File: src/rtl/ve_softmax_stat_seq.sv
// Two-pass softmax statistics sequencer: buffers tile partials, tracks the row max, then replays
// tiles into the exp-product merge stage and issues the final ln request. Optional: VE_SEQ_TIMEOUT_EN.
module ve_softmax_stat_seq #(
   parameter int unsigned ELTNUM = 4,
   parameter int unsigned ELTBIT = 16,
   parameter int unsigned DEPTH  = 8
) (
   input  logic                     clk,
   input  logic                     rst,
   input  logic                     inValid,
   output logic                     inReady,
   input  logic                     inLast,
   input  logic [ELTNUM*ELTBIT-1:0] inPartMax,
   input  logic [ELTNUM*ELTBIT-1:0] inPartSum,
   output logic                     epValid,
   output logic                     epLast,
   output logic [ELTNUM*ELTBIT-1:0] epPartMax,
   output logic [ELTNUM*ELTBIT-1:0] epPartSum,
   output logic [ELTBIT-1:0]        epAllMax,
   output logic [ELTBIT-1:0]        epAllSum,
   input  logic                     epRetValid,
   input  logic [ELTBIT-1:0]        epRetSum,
   output logic                     outValid,
   input  logic                     outReady,
   output logic [ELTBIT-1:0]        outMax,
   output logic [ELTBIT-1:0]        outLnSum,
   output logic                     ovf,
   output logic                     tmoErr
);

   localparam int unsigned VECW = ELTNUM * ELTBIT;
   localparam int unsigned IDXW = $clog2(DEPTH);
   localparam int unsigned CNTW = IDXW + 1;
   localparam logic [ELTBIT-1:0] NEG_INF = ELTBIT'(16'hFC00);

   localparam logic [2:0] COLLECT = 3'd0;
   localparam logic [2:0] ISSUE   = 3'd1;
   localparam logic [2:0] WAIT    = 3'd2;
   localparam logic [2:0] LNISSUE = 3'd3;
   localparam logic [2:0] LNWAIT  = 3'd4;
   localparam logic [2:0] DONE    = 3'd5;

   logic [2:0]        state_q, state_d;
   logic [CNTW-1:0]   cnt_q, cnt_d, rd_q, rd_d;
   logic [ELTBIT-1:0] run_max_q, run_max_d, run_sum_q, run_sum_d;
   logic              ep_valid_q, ep_valid_d, ep_last_q, ep_last_d;
   logic [VECW-1:0]   ep_part_max_q, ep_part_max_d, ep_part_sum_q, ep_part_sum_d;
   logic [ELTBIT-1:0] ep_all_max_q, ep_all_max_d, ep_all_sum_q, ep_all_sum_d;
   logic              out_valid_q, out_valid_d;
   logic [ELTBIT-1:0] out_max_q, out_max_d, out_ln_sum_q, out_ln_sum_d;
   logic              ovf_q, ovf_d;
   logic [VECW-1:0]   buf_max_q [DEPTH];
   logic [VECW-1:0]   buf_sum_q [DEPTH];
   logic              buf_we;
   logic [ELTBIT-1:0] tile_max;
`ifdef VE_SEQ_TIMEOUT_EN
   logic              tmo_err_q, tmo_err_d;
   logic [5:0]        tmo_cnt_q, tmo_cnt_d;
`endif

   // fp16 max by sign/magnitude ordering; +0 beats -0, NaN not handled
   function automatic logic [ELTBIT-1:0] fp_max(input logic [ELTBIT-1:0] a, input logic [ELTBIT-1:0] b);
      if (a[ELTBIT-1] != b[ELTBIT-1]) return a[ELTBIT-1] ? b : a;
      else if (!a[ELTBIT-1])         return (a > b) ? a : b;
      else                           return (a < b) ? a : b;
   endfunction

   always_comb begin
      tile_max = run_max_q;
      for (int unsigned i = 0; i < ELTNUM; i++)
         tile_max = fp_max(tile_max, inPartMax[i*ELTBIT +: ELTBIT]);
   end

   always_comb begin
      state_d       = state_q;
      cnt_d         = cnt_q;
      rd_d          = rd_q;
      run_max_d     = run_max_q;
      run_sum_d     = run_sum_q;
      ep_valid_d    = 1'b0;
      ep_last_d     = ep_last_q;
      ep_part_max_d = ep_part_max_q;
      ep_part_sum_d = ep_part_sum_q;
      ep_all_max_d  = ep_all_max_q;
      ep_all_sum_d  = ep_all_sum_q;
      out_max_d     = out_max_q;
      out_ln_sum_d  = out_ln_sum_q;
      ovf_d         = ovf_q;
      buf_we        = 1'b0;
`ifdef VE_SEQ_TIMEOUT_EN
      tmo_err_d     = tmo_err_q;
      tmo_cnt_d     = '0;
`endif
      case (state_q)
         COLLECT: begin
            if (inValid) begin
               buf_we    = 1'b1;
               cnt_d     = cnt_q + CNTW'(1);
               run_max_d = tile_max;
               // a full buffer closes the row even without inLast
               if (inLast || (cnt_q + CNTW'(1)) == CNTW'(DEPTH)) begin
                  state_d = ISSUE;
                  rd_d    = '0;
                  if (!inLast) ovf_d = 1'b1;
               end
            end
         end
         ISSUE: begin
            ep_valid_d    = 1'b1;
            ep_last_d     = 1'b0;
            ep_part_max_d = buf_max_q[rd_q[IDXW-1:0]];
            ep_part_sum_d = buf_sum_q[rd_q[IDXW-1:0]];
            ep_all_max_d  = run_max_q;
            ep_all_sum_d  = run_sum_q;
            state_d       = WAIT;
         end
         WAIT: begin
            if (epRetValid) begin
               run_sum_d = epRetSum;
               rd_d      = rd_q + CNTW'(1);
               state_d   = ((rd_q + CNTW'(1)) == cnt_q) ? LNISSUE : ISSUE;
            end
         end
         LNISSUE: begin
            ep_valid_d    = 1'b1;
            ep_last_d     = 1'b1;
            ep_part_max_d = '0;
            ep_part_sum_d = '0;
            ep_all_max_d  = run_max_q;
            ep_all_sum_d  = run_sum_q;
            state_d       = LNWAIT;
         end
         LNWAIT: begin
            if (epRetValid) begin
               out_ln_sum_d = epRetSum;
               out_max_d    = run_max_q;
               state_d      = DONE;
            end
         end
         DONE: begin
            if (outReady) begin
               state_d   = COLLECT;
               cnt_d     = '0;
               rd_d      = '0;
               run_sum_d = '0;
               run_max_d = NEG_INF;
            end
         end
         default: state_d = COLLECT;
      endcase
`ifdef VE_SEQ_TIMEOUT_EN
      // give up on a silent merge stage and flag the result as NaN
      if ((state_q == WAIT || state_q == LNWAIT) && !epRetValid && tmo_cnt_q == 6'd63) begin
         tmo_err_d    = 1'b1;
         out_ln_sum_d = ELTBIT'(16'h7E00);
         out_max_d    = run_max_q;
         state_d      = DONE;
      end
      if (state_d == state_q && (state_q == WAIT || state_q == LNWAIT))
         tmo_cnt_d = tmo_cnt_q + 6'd1;
`endif
      out_valid_d = (state_d == DONE);
   end

   always_ff @(posedge clk or posedge rst) begin
      if (rst) begin
         state_q       <= COLLECT;
         cnt_q         <= '0;
         rd_q          <= '0;
         run_max_q     <= NEG_INF;
         run_sum_q     <= '0;
         ep_valid_q    <= 1'b0;
         ep_last_q     <= 1'b0;
         ep_part_max_q <= '0;
         ep_part_sum_q <= '0;
         ep_all_max_q  <= '0;
         ep_all_sum_q  <= '0;
         out_valid_q   <= 1'b0;
         out_max_q     <= '0;
         out_ln_sum_q  <= '0;
         ovf_q         <= 1'b0;
`ifdef VE_SEQ_TIMEOUT_EN
         tmo_err_q     <= 1'b0;
         tmo_cnt_q     <= '0;
`endif
      end else begin
         state_q       <= state_d;
         cnt_q         <= cnt_d;
         rd_q          <= rd_d;
         run_max_q     <= run_max_d;
         run_sum_q     <= run_sum_d;
         ep_valid_q    <= ep_valid_d;
         ep_last_q     <= ep_last_d;
         ep_part_max_q <= ep_part_max_d;
         ep_part_sum_q <= ep_part_sum_d;
         ep_all_max_q  <= ep_all_max_d;
         ep_all_sum_q  <= ep_all_sum_d;
         out_valid_q   <= out_valid_d;
         out_max_q     <= out_max_d;
         out_ln_sum_q  <= out_ln_sum_d;
         ovf_q         <= ovf_d;
`ifdef VE_SEQ_TIMEOUT_EN
         tmo_err_q     <= tmo_err_d;
         tmo_cnt_q     <= tmo_cnt_d;
`endif
      end
   end

   // tile buffer holds no reset; contents are don't-care after an abort
   always_ff @(posedge clk) begin
      if (buf_we) begin
         buf_max_q[cnt_q[IDXW-1:0]] <= inPartMax;
         buf_sum_q[cnt_q[IDXW-1:0]] <= inPartSum;
      end
   end

   assign inReady   = (state_q == COLLECT) && !rst;
   assign epValid   = ep_valid_q;
   assign epLast    = ep_last_q;
   assign epPartMax = ep_part_max_q;
   assign epPartSum = ep_part_sum_q;
   assign epAllMax  = ep_all_max_q;
   assign epAllSum  = ep_all_sum_q;
   assign outValid  = out_valid_q;
   assign outMax    = out_max_q;
   assign outLnSum  = out_ln_sum_q;
   assign ovf       = ovf_q;
`ifdef VE_SEQ_TIMEOUT_EN
   assign tmoErr    = tmo_err_q;
`else
   assign tmoErr    = 1'b0;
`endif

endmodule

File: config.mk
export PLATFORM = sky130hd
export DESIGN_NAME = ve_softmax_stat_seq
export DESIGN_NICKNAME = d
export VERILOG_FILES = /design/src/rtl/ve_softmax_stat_seq.sv
export SDC_FILE = /design/constraint.sdc
export NUM_CORES = 2
export LEC_CHECK = 0
export ABC_AREA = 1
export BUFFER_PORTS_ARGS = -buffer_cell sky130_fd_sc_hd__buf_2
export CAP_MARGIN = 10
export CORE_UTILIZATION = 30
export CTS_BUF_LIST = sky130_fd_sc_hd__clkbuf_4 sky130_fd_sc_hd__clkbuf_8 sky130_fd_sc_hd__clkbuf_16
export CTS_CLUSTER_DIAMETER = 60
export CTS_CLUSTER_SIZE = 12
export DETAILED_ROUTE_END_ITERATION = 16
export GPL_TIMING_DRIVEN = 0
export HOLD_SLACK_MARGIN = 0.02
export PLACE_DENSITY = 0.52
export SYNTH_ARGS = -nofsm -noshare
export SYNTH_HDL_FRONTEND = slang
export SYNTH_SLANG_ARGS = --single-unit
File: constraint.sdc
create_clock -name clk -period 23.3 [get_ports clk]
set_input_delay 4.66 -clock clk [delete_from_list [all_inputs] [get_ports clk]]
set_output_delay 4.66 -clock clk [all_outputs]
set_load 0.005 [all_outputs]
==> flow_summary_export.csv <==
group,metric,value,unit
yosys,syn-instance-count,4414,
worst_setup_path,end_kind,"register",
grt,antenna_found_initial,52,
final_layout,multiInputGateArea,13410,um^2
placed_design,gp_congestion,0.8839,
die,pin_count,348,
clocking,cts_tree,"yes",
power_and_ir_drop,finalPower,7.569,mW
yosys,yosys-top-cells-area,"edfxtp_1, dfrtp_1, o21ai_0, nand2_1, nor2_1",
power_and_ir_drop,p_per_area,120.8,nW/um^2
routing,wire_per_inst,23.37,um
die,die_h,419.2,um
timing,setup_viol,0,
worst_setup_path,r2r_start,"run_max_q[15]$_DFFE_PP1P_",
yosys,synth_top_cell_area_share,0.5890,
routing,vias_per_cell,4.979,
routing,ant_nets,0,
die,core_area,172300,um^2
routing,drt_wl_total,173800,um
die,row_count,152,
clocking,hold_buffers,0,
timing,hold_viol,0,
timing,report.final.slew_viol_count,0,
timing,rsz0062_at_grt,"false",
min_path,min_from,"epPartSum[41]$_DFFE_PP0P_",
timing,fin_ws,10960,ps
yosys,async_flop_share,0.1892,
timing,max_slew_margin,0.1140,
power_and_ir_drop,irDropWorstVdd,0.06712,mV
routing,drtPass1Iterations,6,
power_and_ir_drop,power_leakage,23.72,nW
grt,grt_max_degree,97,
final_layout,drive_gt1_frac,0.1542,
worst_setup_path,critPathLaunch,"inPartMax[7]",
die,dieWidth,419.2,um
worst_setup_path,crit_type,"in -> reg",
clocking,clk_pin_slew,50,ps
grt,grt_pass1_vias,35940,
grt,grt.overflow.total,0,
final_layout,ff_latch_area,36740,um^2
grt,grt_pass1_wl,248200,um
final_layout,area_growth,20.03,%
worst_setup_path,required,23950,ps
yosys,ys_warn_count,0,
run,maxCapViolations,0,
yosys,synth_seq_area_share,0.7037,
routing,drtIter0Drc,3165,
yosys,syn_nets,4634,
timing,finalClockSkew,21.69,ps
clocking,htreeDepth,4,
yosys,synth.most_common_cell,"edfxtp_1",
min_path,hold_path_class,"reg -> reg",
clocking,clockRootBuffer,"clkbuf_16",
yosys,synth_area_leader_cell,"edfxtp_1",
final_layout,final_core_util,0.3637,
yosys,ys_ff_latch,1263,
placed_design,place_hpwl,121800,um
worst_setup_path,path_max_fanout,11,
placed_design,pre_cts_slack,10320,ps
yosys,synth_edf_count,1024,
yosys,synth_top_flop_cell,"edfxtp_1",
run_status,status,"finished, final reports clean",
clocking,clk_path_buf_depth,3,
final_layout,fill_cells,17010,
timing,min_period_over_period,0.5298,
timing,fmax,81.01,MHz
worst_setup_path,slowest_delay,500,ps
clocking,worstSkewPairLatency,780,ps
routing,drc,0,
grt,grt_usage,0.1944,
yosys,synth_cell_types,47,
clocking,post_cts_resized,0,
placed_design,portBuffers,346,
die,start_util,0.3030,
timing,post-route-min-period,12340,ps
worst_setup_path,critPathLaunchType,"input pin",
yosys,syn_area,52210,um^2
timing,hold_ws,471.5,ps
yosys,syn_avg_cell_area,11.83,um^2
die,dieArea,175700,um^2
clocking,numCtsBuffers,132,
routing,vias,37030,
clocking,clock_sinks,1263,
worst_setup_path,cp_slowest_cell,"or4_1",
final_layout,nets,5226,
clocking,cts_setup_buffers,0,
yosys,ys_top_cells_by_count,"edfxtp_1, o21ai_0, nand2_1",
worst_setup_path,cp_data_arrival_time,12990,ps
timing,worst_pin_slew,1329,ps
worst_setup_path,cp_common_cell,"nand2_1",
path summary, 6_finish.rpt:
kind	to	slack (ps)	depth (start not counted)
worst min-delay path	epPartSum[41]$_DFFE_PP0P_	470	2
max in group asynchronous	epPartMax[50]$_DFFE_PP0P_	17930	4
worst min register to register	epPartSum[41]$_DFFE_PP0P_	470	2
min in group asynchronous	epPartMax[4]$_DFFE_PP0P_	3900	2
worst max-delay path	run_max_q[6]$_DFFE_PP0P_	10960	62
worst max register to register	run_max_q[6]$_DFFE_PP0P_	14690	59
cell usage in the layout (no fill, tap or decap), types with 72 or more instances in the layout:
master / Yosys / layout
a21oi_1: 149 / 149
buf_2: 9 / 355
clkbuf_1: 264 / 253
clkbuf_16: 0 / 135
clkbuf_4: 0 / 72
dfrtp_1: 233 / 233
edfxtp_1: 1024 / 1024
inv_1: 235 / 234
nand2_1: 584 / 584
nand3_1: 105 / 105
nor2_1: 573 / 570
o211ai_1: 128 / 128
o21ai_0: 625 / 625
o221ai_1: 132 / 132
o22ai_1: 145 / 145
cells by family after synthesis:
family | share of synthesized area
other cells | 0.00007183
compound gates | 0.1390
flops | 0.7037
fa+ha+maj | 0.01678
xor+xnor | 0.001342
buf+inv | 0.04038
simple gates | 0.09872
per-layer routing:
metal	vias up	track usage	wire length (um)
li1	17130	-	-
met1	18340	0.2452	70260
met2	1220	0.3276	85630
met3	317	0.03534	10680
met4	20	0.07922	7096
met5	-	0	92
per-stage QoR:
stage                     TNS (ps)  instance area, um^2  instances
final                            0                62660       7437
after global routing             0                62640       7429
after CTS                        0                62620       7419
after detailed placement         0                58290       7182
after global placement    -1362040                56830       7070
after floorplan                  0                52210       4414
flip-flops by register name (all words and copies together) (netlist names):
signal	flops
buf_max_q	512
buf_sum_q	512
epPartMax	64
epPartSum	64
epAllMax	16
epAllSum	16
outLnSum	16
outMax	16
run_max_q	16
run_sum_q	16
cnt_q	4
rd_q	4
state_q	3
epLast	1
epValid	1
outValid	1
ovf	1
power breakdown:
part / internal (mW) / leakage [nW] / switching (mW) / total, mW
Clock: 1.23 / 2.18 / 0.892 / 2.12
Sequential: 2.81 / 12.3 / 0.167 / 2.98
Combinational: 0.745 / 9.29 / 1.72 / 2.47
Total: 4.79 / 23.7 / 2.78 / 7.57
worst max-delay path: cells and delay by family:
family	cells	cell delay, ps
buf+inv	17	2110
simple gates	30	3200
compound gates	11	1860
fa+ha+maj	4	1150
area by class of cell:
| type | instances | share of cell area |
|---|---|---|
| Inverter | 251 | 0.01524 |
| Sequential cell | 1263 | 0.5863 |
| Tap cell | 2310 | 0.04612 |
| Clock buffer | 208 | 0.06276 |
| Multi-Input combinational cell | 2609 | 0.2140 |
| Timing Repair Buffer | 458 | 0.04994 |
| Buffer | 291 | 0.01875 |
| Clock inverter | 29 | 0.006230 |
| Antenna cell | 18 | 0.0007188 |
Power figures use the tool's default switching activity.
